**src/rtl/pl_id_ex_register.sv**
```systemverilog
// Decode->Execute pipeline register for the pipelined RV32I core.
// Registers the D-stage bundle into E. Load, stall, flush and bubble
// counting are handled here. The two source-operand lanes apply the
// write-through bypass, which covers two cases:
//   - on a load, a WB write to a source register the decoder is reading;
//   - during a stall, a WB write to a source register already held in E.

// Per-operand lane.
// Produces two candidate values for the operand:
//   - the value to capture on a normal load (D read data, or WB bypass);
//   - the value to keep while stalled (held data, or a WB refresh).
module pl_id_ex_opnd #(
  parameter int WAD = 5,
  parameter int WD  = 32
) (
  input  logic [WAD-1:0] rs_d_i,
  input  logic [WD-1:0]  rdat_d_i,
  input  logic [WAD-1:0] rs_e_i,
  input  logic [WD-1:0]  rdat_e_i,
  input  logic           wb_we_i,
  input  logic [WAD-1:0] wb_rd_i,
  input  logic [WD-1:0]  wb_data_i,
  output logic [WD-1:0]  ld_o,
  output logic [WD-1:0]  hold_o
);
  logic wb_live;
  logic hit_d;
  logic hit_e;

  // x0 writes are architecturally discarded, so they never forward.
  assign wb_live = wb_we_i && (wb_rd_i != '0);
  assign hit_d   = wb_live && (wb_rd_i == rs_d_i);
  assign hit_e   = wb_live && (wb_rd_i == rs_e_i);

  assign ld_o   = hit_d ? wb_data_i : rdat_d_i;
  assign hold_o = hit_e ? wb_data_i : rdat_e_i;
endmodule

module pl_id_ex_register #(
  parameter int WAD = 5,
  parameter int WD  = 32,
  parameter int CW  = 16
) (
  input  logic           clk,
  input  logic           rst_n,
  input  logic           StallE,
  input  logic           FlushE,
  input  logic           ValidD,
  input  logic [WAD-1:0] Rs1D,
  input  logic [WAD-1:0] Rs2D,
  input  logic [WAD-1:0] RdD,
  input  logic [WD-1:0]  RD1D,
  input  logic [WD-1:0]  RD2D,
  input  logic [WD-1:0]  ImmExtD,
  input  logic [WD-1:0]  PCD,
  input  logic [WD-1:0]  PCPlus4D,
  input  logic           RegWriteD,
  input  logic           MemWriteD,
  input  logic           JumpD,
  input  logic           BranchD,
  input  logic           ALUSrcD,
  input  logic [1:0]     ResultSrcD,
  input  logic [3:0]     ALUControlD,
  input  logic           RegWriteW,
  input  logic [WAD-1:0] RdW,
  input  logic [WD-1:0]  ResultW,
  output logic           ValidE,
  output logic [WAD-1:0] Rs1E,
  output logic [WAD-1:0] Rs2E,
  output logic [WAD-1:0] RdE,
  output logic [WD-1:0]  RD1E,
  output logic [WD-1:0]  RD2E,
  output logic [WD-1:0]  ImmExtE,
  output logic [WD-1:0]  PCE,
  output logic [WD-1:0]  PCPlus4E,
  output logic           RegWriteE,
  output logic           MemWriteE,
  output logic           JumpE,
  output logic           BranchE,
  output logic           ALUSrcE,
  output logic [1:0]     ResultSrcE,
  output logic [3:0]     ALUControlE,
  output logic [CW-1:0]  BubbleCnt
);
  localparam int NUM_OPS = 2;

  typedef struct packed {
    logic           valid;
    logic           regwrite;
    logic           memwrite;
    logic           jump;
    logic           branch;
    logic           alusrc;
    logic [1:0]     resultsrc;
    logic [3:0]     aluctl;
    logic [WAD-1:0] rs1;
    logic [WAD-1:0] rs2;
    logic [WAD-1:0] rd;
    logic [WD-1:0]  rd1;
    logic [WD-1:0]  rd2;
    logic [WD-1:0]  imm;
    logic [WD-1:0]  pc;
    logic [WD-1:0]  pc4;
  } ex_t;

  ex_t                            ex_q;
  ex_t                            ex_d;
  logic [CW-1:0]                  bub_q;
  logic [CW-1:0]                  bub_d;

  logic [NUM_OPS-1:0][WAD-1:0]    rs_d;
  logic [NUM_OPS-1:0][WAD-1:0]    rs_e;
  logic [NUM_OPS-1:0][WD-1:0]     rdat_d;
  logic [NUM_OPS-1:0][WD-1:0]     rdat_e;
  logic [NUM_OPS-1:0][WD-1:0]     ld_val;
  logic [NUM_OPS-1:0][WD-1:0]     hold_val;

  assign rs_d   = {Rs2D, Rs1D};
  assign rs_e   = {ex_q.rs2, ex_q.rs1};
  assign rdat_d = {RD2D, RD1D};
  assign rdat_e = {ex_q.rd2, ex_q.rd1};

  for (genvar g = 0; g < NUM_OPS; g++) begin : g_op
    pl_id_ex_opnd #(.WAD(WAD), .WD(WD)) u_op (
      .rs_d_i    (rs_d[g]),
      .rdat_d_i  (rdat_d[g]),
      .rs_e_i    (rs_e[g]),
      .rdat_e_i  (rdat_e[g]),
      .wb_we_i   (RegWriteW),
      .wb_rd_i   (RdW),
      .wb_data_i (ResultW),
      .ld_o      (ld_val[g]),
      .hold_o    (hold_val[g])
    );
  end

  // Next E contents. Flush beats stall beats load; a stalled entry only
  // changes through the WB refresh of its operands.
  always_comb begin
    ex_d = ex_q;
    if (FlushE) begin
      ex_d = '0;
    end else if (StallE) begin
      ex_d.rd1 = hold_val[0];
      ex_d.rd2 = hold_val[1];
    end else begin
      ex_d.valid     = ValidD;
      ex_d.regwrite  = RegWriteD;
      ex_d.memwrite  = MemWriteD;
      ex_d.jump      = JumpD;
      ex_d.branch    = BranchD;
      ex_d.alusrc    = ALUSrcD;
      ex_d.resultsrc = ResultSrcD;
      ex_d.aluctl    = ALUControlD;
      ex_d.rs1       = Rs1D;
      ex_d.rs2       = Rs2D;
      ex_d.rd        = RdD;
      ex_d.rd1       = ld_val[0];
      ex_d.rd2       = ld_val[1];
      ex_d.imm       = ImmExtD;
      ex_d.pc        = PCD;
      ex_d.pc4       = PCPlus4D;
    end
  end

  // Bubble counter: counts flushes and sticks at all-ones.
  always_comb begin
    bub_d = bub_q;
    if (FlushE && (bub_q != '1)) bub_d = bub_q + CW'(1);
  end

  // State registers; reset clears the entry immediately, even mid-stall.
  always_ff @(posedge clk or negedge rst_n) begin
    if (!rst_n) begin
      ex_q  <= '0;
      bub_q <= '0;
    end else begin
      ex_q  <= ex_d;
      bub_q <= bub_d;
    end
  end

  assign ValidE      = ex_q.valid;
  assign RegWriteE   = ex_q.regwrite;
  assign MemWriteE   = ex_q.memwrite;
  assign JumpE       = ex_q.jump;
  assign BranchE     = ex_q.branch;
  assign ALUSrcE     = ex_q.alusrc;
  assign ResultSrcE  = ex_q.resultsrc;
  assign ALUControlE = ex_q.aluctl;
  assign Rs1E        = ex_q.rs1;
  assign Rs2E        = ex_q.rs2;
  assign RdE         = ex_q.rd;
  assign RD1E        = ex_q.rd1;
  assign RD2E        = ex_q.rd2;
  assign ImmExtE     = ex_q.imm;
  assign PCE         = ex_q.pc;
  assign PCPlus4E    = ex_q.pc4;
  assign BubbleCnt   = bub_q;
endmodule

```
**config.mk**
```make
export PLATFORM = sky130hd
export DESIGN_NAME = pl_id_ex_register
export DESIGN_NICKNAME = d
export VERILOG_FILES = /design/src/rtl/pl_id_ex_register.sv
export SDC_FILE = /design/constraint.sdc
export NUM_CORES = 1
export LEC_CHECK = 0
export ABC_AREA = 0
export BUFFER_PORTS_ARGS = -buffer_cell sky130_fd_sc_hd__buf_2
export CORE_AREA = 2 2 167 169
export DETAILED_ROUTE_END_ITERATION = 8
export DIE_AREA = 0 0 169 171
export PLACE_DENSITY = 0.68
export SLEW_MARGIN = 30
export SYNTH_ARGS = -nofsm -noshare
export SYNTH_HDL_FRONTEND = slang
export SYNTH_SLANG_ARGS = --single-unit
```
**constraint.sdc**
```tcl
create_clock -name clk -period 4 [get_ports clk]
set_clock_uncertainty 0.15 [all_clocks]
set_input_delay 1.2 -clock clk [delete_from_list [all_inputs] [get_ports clk]]
set_output_delay 1.2 -clock clk [all_outputs]
set_load 0.05 [all_outputs]
```
Word level (Yosys, flattened, before mapping)
Index checks and enable logic that the tools add are counted.
Storage, ports and cells
  register bits after elaboration: 203
  bits of input ports: 229
  output and inout bits: 203
  word-level logic and storage cells: 41
Cells by class
  $add $sub $neg: 1
  eq/ne operators: 8
  multiplexer cells: 8
  reduce and logical (&&, ||, !) cells: 7
Operators with widths (number)
  $mux 187: 1
  $mux 32: 4
  $mux 96: 1
  $mux 64: 1
  $mux 27: 1
  $eq 5x5->1: 4
  $add 16x1->16 const B: 1
  $ne 16x16->1 const B: 1
  $logic_and 1x1->1: 6
  $ne 3x1->1 const B: 2
  $reduce_bool 5->1: 1
  $ne 2x1->1 const B: 1

Logic depth before layout (Yosys ltp)
  depth after elaboration: 6
  gate-level depth with buffers: 8

Modules after synthesis
From an unflattened synthesis, not the netlist that was laid out.
Second synthesis, totals
  cells, all modules: 843
  area total of the unflattened synthesis: 10572.6 µm²
Modules (own cells, without submodules)
  pl_id_ex_register: instances 1, cells each 671, area an instance 8210.4 µm², sequential area each 5079.9 µm²
  pl_id_ex_opnd: instances 2, cells each 86, area an instance 1181.1 µm², sequential area each 0.0 µm²

Least setup slack after synthesis
No wires, ideal clock.
  path kind: input-to-reg
  start point: input port RdW[3]
  end point: register ex_q, in the netlist RD1E[31]
  setup time: 126 ps
  data arrival time: 2563 ps
  required time: 3724 ps
  slack: 1161 ps
  stages: 7
  path buffers: 2
  path through: buf_4 xor2_1 nor2_1 or4b_1 buf_2 and2_1 a221o_1
Between the ends
  cells in the longest elaborated chain, start to end: 6
Ends and longest elaborated chain
  start, declared: RTL line 65  | input logic [WAD-1:0] RdW,
  $reduce_bool 5->1: RTL line 31  | assign wb_live = wb_we_i && (wb_rd_i != '0);
  $logic_and 1x1->1: RTL line 31
  $logic_and 1x1->1: RTL line 32  | assign hit_d = wb_live && (wb_rd_i == rs_d_i);
  $mux 32: RTL line 35  | assign ld_o = hit_d ? wb_data_i : rdat_d_i;
  $mux 64: RTL line 143  | end else if (StallE) begin
  $mux 187: RTL line 141  | if (FlushE) begin
  end signal, assigned: RTL line 175  | ex_q <= '0;
  end signal, assigned: RTL line 178  | ex_q <= ex_d;
  end, declared: RTL line 106  | ex_t ex_q;
Parallel ways exist; a longest one is shown, timed or not.
A chain may end at the register's enable or synchronous reset.

Final worst setup path
  start point: input port RdW[0]
  end point: register ex_q, in the netlist RD1E[25]
The elaborated chain is that of the path after synthesis.

==> flow_summary_export.csv <==
group,metric,value,unit
sta,finalMaxSlewViolations,0,
sta,worst_pin_slew,0.9070,ns
synthesis,ys_seq_area_share,57.41,%
worst_hold_path,whs_path_depth,2,
setup_path,reg2regPathDepth,5,
die,fp.dieH,171,µm
sta,fin_crit_sh,72.02,%
clock_tree,clkSinkCount,203,
die,io_pins,432,
drt,vias_per_cell,4.971,
status,outcome,"finished, final reports clean",
synthesis,synth_mux_area_share,14.15,%
sta,slew_headroom,39.53,%
pwr,p_comb_share,21.7,%
setup_path,slowest_delay,0.61,ns
setup_path,worstPathCellList,"buf_2, or4_4, o21ai_4, or3_1, o32a_2, o21ai_0",
clock_tree,cts.clk_slew.worst_paths,0.06,ns
clock_tree,cts_tree,"yes",
cells_and_area,final_net_count,1410,
global_routing,grt_pass1_wl,41.41,mm
drt,met2_length,14.09,mm
synthesis,synth_simple_gate_area_share,8.838,%
setup_path,criticalPathCategory,"in2reg",
pwr,p_switching,1.830,mW
global_routing,grt_max_degree,89,
sta,rsz0062_at_grt,"false",
synthesis,synthXorXnorAreaFrac,3.040,%
drt,drt-initial-drc-count,375,
clock_tree,postCtsSetupBuffers,0,
global_routing,grt_pass1_vias,7505,
drt,wl_per_cell,18.08,µm
placed_design,io_buffer_count,431,
drt,vias,7670,
sta,fin_crit,2.881,ns
sta,tns,0,ns
placed_design,dp_hpwl,20.54,mm
die,dieArea,28900,µm²
drt,drt-total-wl,27.90,mm
setup_path,cp-startpoint,"RdW[0]",
cells_and_area,area_delta_synth_final,35.56,%
setup_path,crit_path_end,"RD1E[25]",
cells_and_area,seq_area,5080,µm²
sta,max_freq,0.3471,GHz
pwr,power_frac_seq,41.0,%
setup_path,crit_arrival,3.09,ns
die,core_area,27320,µm²
synthesis,yosys.cell_types.count,40,
clock_tree,cts_root_buf,"clkbuf_16",
pwr,p_per_area,469.8,nW/µm²
global_routing,gr-total-overflow,0,
pwr,ir_drop,270.1,µV
synthesis,synth_edf_count,0,
synthesis,synth_top_flop_cell,"dfrtp_1",
setup_path,critical_path_required,4.21,ns
drt,m1WireLength,10.58,mm
die,initial_utilization,32.38,%
sta,hold_ws,0.3434,ns
synthesis,synthesis.area,8848,µm²
drt,post-route-drc-count,0,
synthesis,ys_seq_elements,203,
clock_tree,htree_levels,1,
cells_and_area,fillCellCount,2649,
placed_design,dp_cells,1501,
synthesis,synthAdderAreaFrac,0.1414,%
pwr,power.total,5.635,mW
flow_run,drv_cap,0,
drt,wl_met3,2.504,mm
setup_path,cp-end-kind,"flop",
drt,dr.max_layer_used,"met5",
cells_and_area,final_cells,1543,
sta,setup_slack,1.119,ns
clock_tree,holdBufCountCts,0,
synthesis,syn_inst,773,
clock_tree,clk_latency,0.51,ns
cells_and_area,drive_gt1_share,41.22,%
global_routing,antenna_found_initial,4,
synthesis,synth-compound-area-share,11.14,%
drt,antenna_left,0,
die,die_x,169,µm
setup_path,crit_slowest_cell,"o32a_2",
sta,timing_hold_violations_final,0,
setup_path,crit_fanout,31,
sta,setup_violations,0,
setup_path,critPathLaunchType,"input port",
synthesis,synthArstFlopShare,100.0,%
setup_path,rrSetupSlack,1.79,ns
pwr,switching_share,32.47,%
pwr,leakagePower,6.560,nW
clock_tree,clock_path_buffers,3,
clock_tree,cts_made_buffers,23,
pwr,clkPwrFrac,37.3,%
global_routing,grt_util_all_layers,18.11,%
clock_tree,cts_resized,0,
synthesis,yosysWarnings,0,
pwr,p_int,3.806,mW
cells_and_area,multiInputGateArea,3309,µm²
placed_design,place_ws,0.6303,ns
drt,first_pass_iters,4,
die,core.rowCount,61,
synthesis,synth_top_family_by_area,"multiplexers",
synthesis,syn_avg_cell_area,11.45,µm²
setup_path,r2r-start,"Rs2E[4]",
placed_design,place.gp.congestion,0.8159,
worst_hold_path,worstHoldPathType,"reg2reg",
setup_path,rr_endpoint,"RD2E[29]",
synthesis,synth_nets,1003,
==> sequential cells by signal, summed over array words and instances (netlist names) <==
signal       count
ImmExtE         32
PCE             32
PCPlus4E        32
RD1E            32
RD2E            32
BubbleCnt       16
RdE              5
Rs1E             5
Rs2E             5
ALUControlE      4
ResultSrcE       2
ALUSrcE          1
BranchE          1
JumpE            1
MemWriteE        1
RegWriteE        1
ValidE           1
==> per-layer routing <==
metal	vias to the layer above	GRT usage, %
li1	3544	-
met1	3681	21.30
met2	389	32.77
met3	52	4.441
met4	4	5.351
met5	-	0
==> critical path: cells and delay by family <==
kind | cells | cell delay [ns]
AO/OA/AOI/OAI | 3 | 0.99
buffers and inverters | 1 | 0.15
AND/OR/NAND/NOR | 2 | 0.73
==> layout by cell type (no fill, tap or decap), types with 3 or more instances in the layout <==
cell,count
a32oi_1,62
and2_1,4
buf_12,3
buf_2,428
buf_4,8
clkbuf_1,4
clkbuf_16,23
clkbuf_8,5
clkinv_2,5
dfrtp_1,203
inv_1,34
mux2i_1,124
nand2_1,11
nand3_1,8
nand4_1,7
nor2_1,135
nor4_1,3
o21a_1,3
o21ai_0,31
o21ai_1,31
or2_2,3
xnor2_1,19
xor2_1,8
==> power groups by stage <==
stage	sequential, mW	clock (mW)	combinational (mW)
3_5_place_dp	2.34	0	1.23
2_1_floorplan	2.84	0	0.315
6_report	2.31	2.10	1.22
3_3_place_gp	2.34	0	1.22
4_1_cts	2.31	2.16	1.24
5_1_grt	2.33	2.24	1.31
==> logic make-up after synthesis <==
family | Yosys count
flops | 203
simple gates | 183
compound gates | 139
mux | 125
buf+inv | 93
xor+xnor | 29
fa+ha+maj | 1
==> metrics by stage <==
step                area, µm²  utilization, %
finish                  12000           43.90
global route            12000           43.90
CTS                     11990           43.89
detailed placement      11240           41.13
global placement        11240           41.13
floorplan                8848               -
==> cell usage after synthesis (3+ instances only) <==
master / n / area share (%)
nand4_1: 7 / 0.49
inv_1: 34 / 1.4
mux2i_1: 124 / 14
xor2_1: 8 / 0.79
o21ai_0: 31 / 1.8
or2_2: 3 / 0.21
nand3_1: 8 / 0.45
o21ai_1: 31 / 1.8
buf_4: 16 / 1.4
xnor2_1: 19 / 1.9
buf_6: 5 / 0.64
a32oi_1: 62 / 6.1
clkbuf_1: 17 / 0.72
and2_1: 4 / 0.28
buf_2: 16 / 0.91
dfrtp_1: 203 / 57
nor2_1: 136 / 5.8
buf_1: 5 / 0.21
nor4_1: 3 / 0.21
o21a_1: 3 / 0.25
nand2_1: 11 / 0.47
==> how the worst min path moves through the flow <==
stage	startpoint	end	slack, ns
5_1_grt	RD2E[1]	RD2E[1]	0.35
2_1_floorplan	RD2E[0]	RD2E[0]	0.64
6_report	RD1E[10]	RD1E[10]	0.34
4_1_cts	RD2E[1]	RD2E[1]	0.35
3_5_place_dp	RD2E[1]	RD2E[1]	0.33
3_3_place_gp	RD2E[1]	RD2E[1]	0.32
==> layout make-up <==
| cell class | instances | area share, % |
|---|---|---|
| Timing Repair Buffer | 441 | 19.07 |
| Antenna cell | 1 | 0.02086 |
| Multi-Input combinational cell | 477 | 27.59 |
| Clock buffer | 31 | 5.382 |
| Sequential cell | 203 | 42.35 |
| Inverter | 34 | 1.064 |
| Clock inverter | 10 | 0.9179 |
| Tap cell | 346 | 3.609 |
No activity file was read; power rests on OpenSTA's default activity.
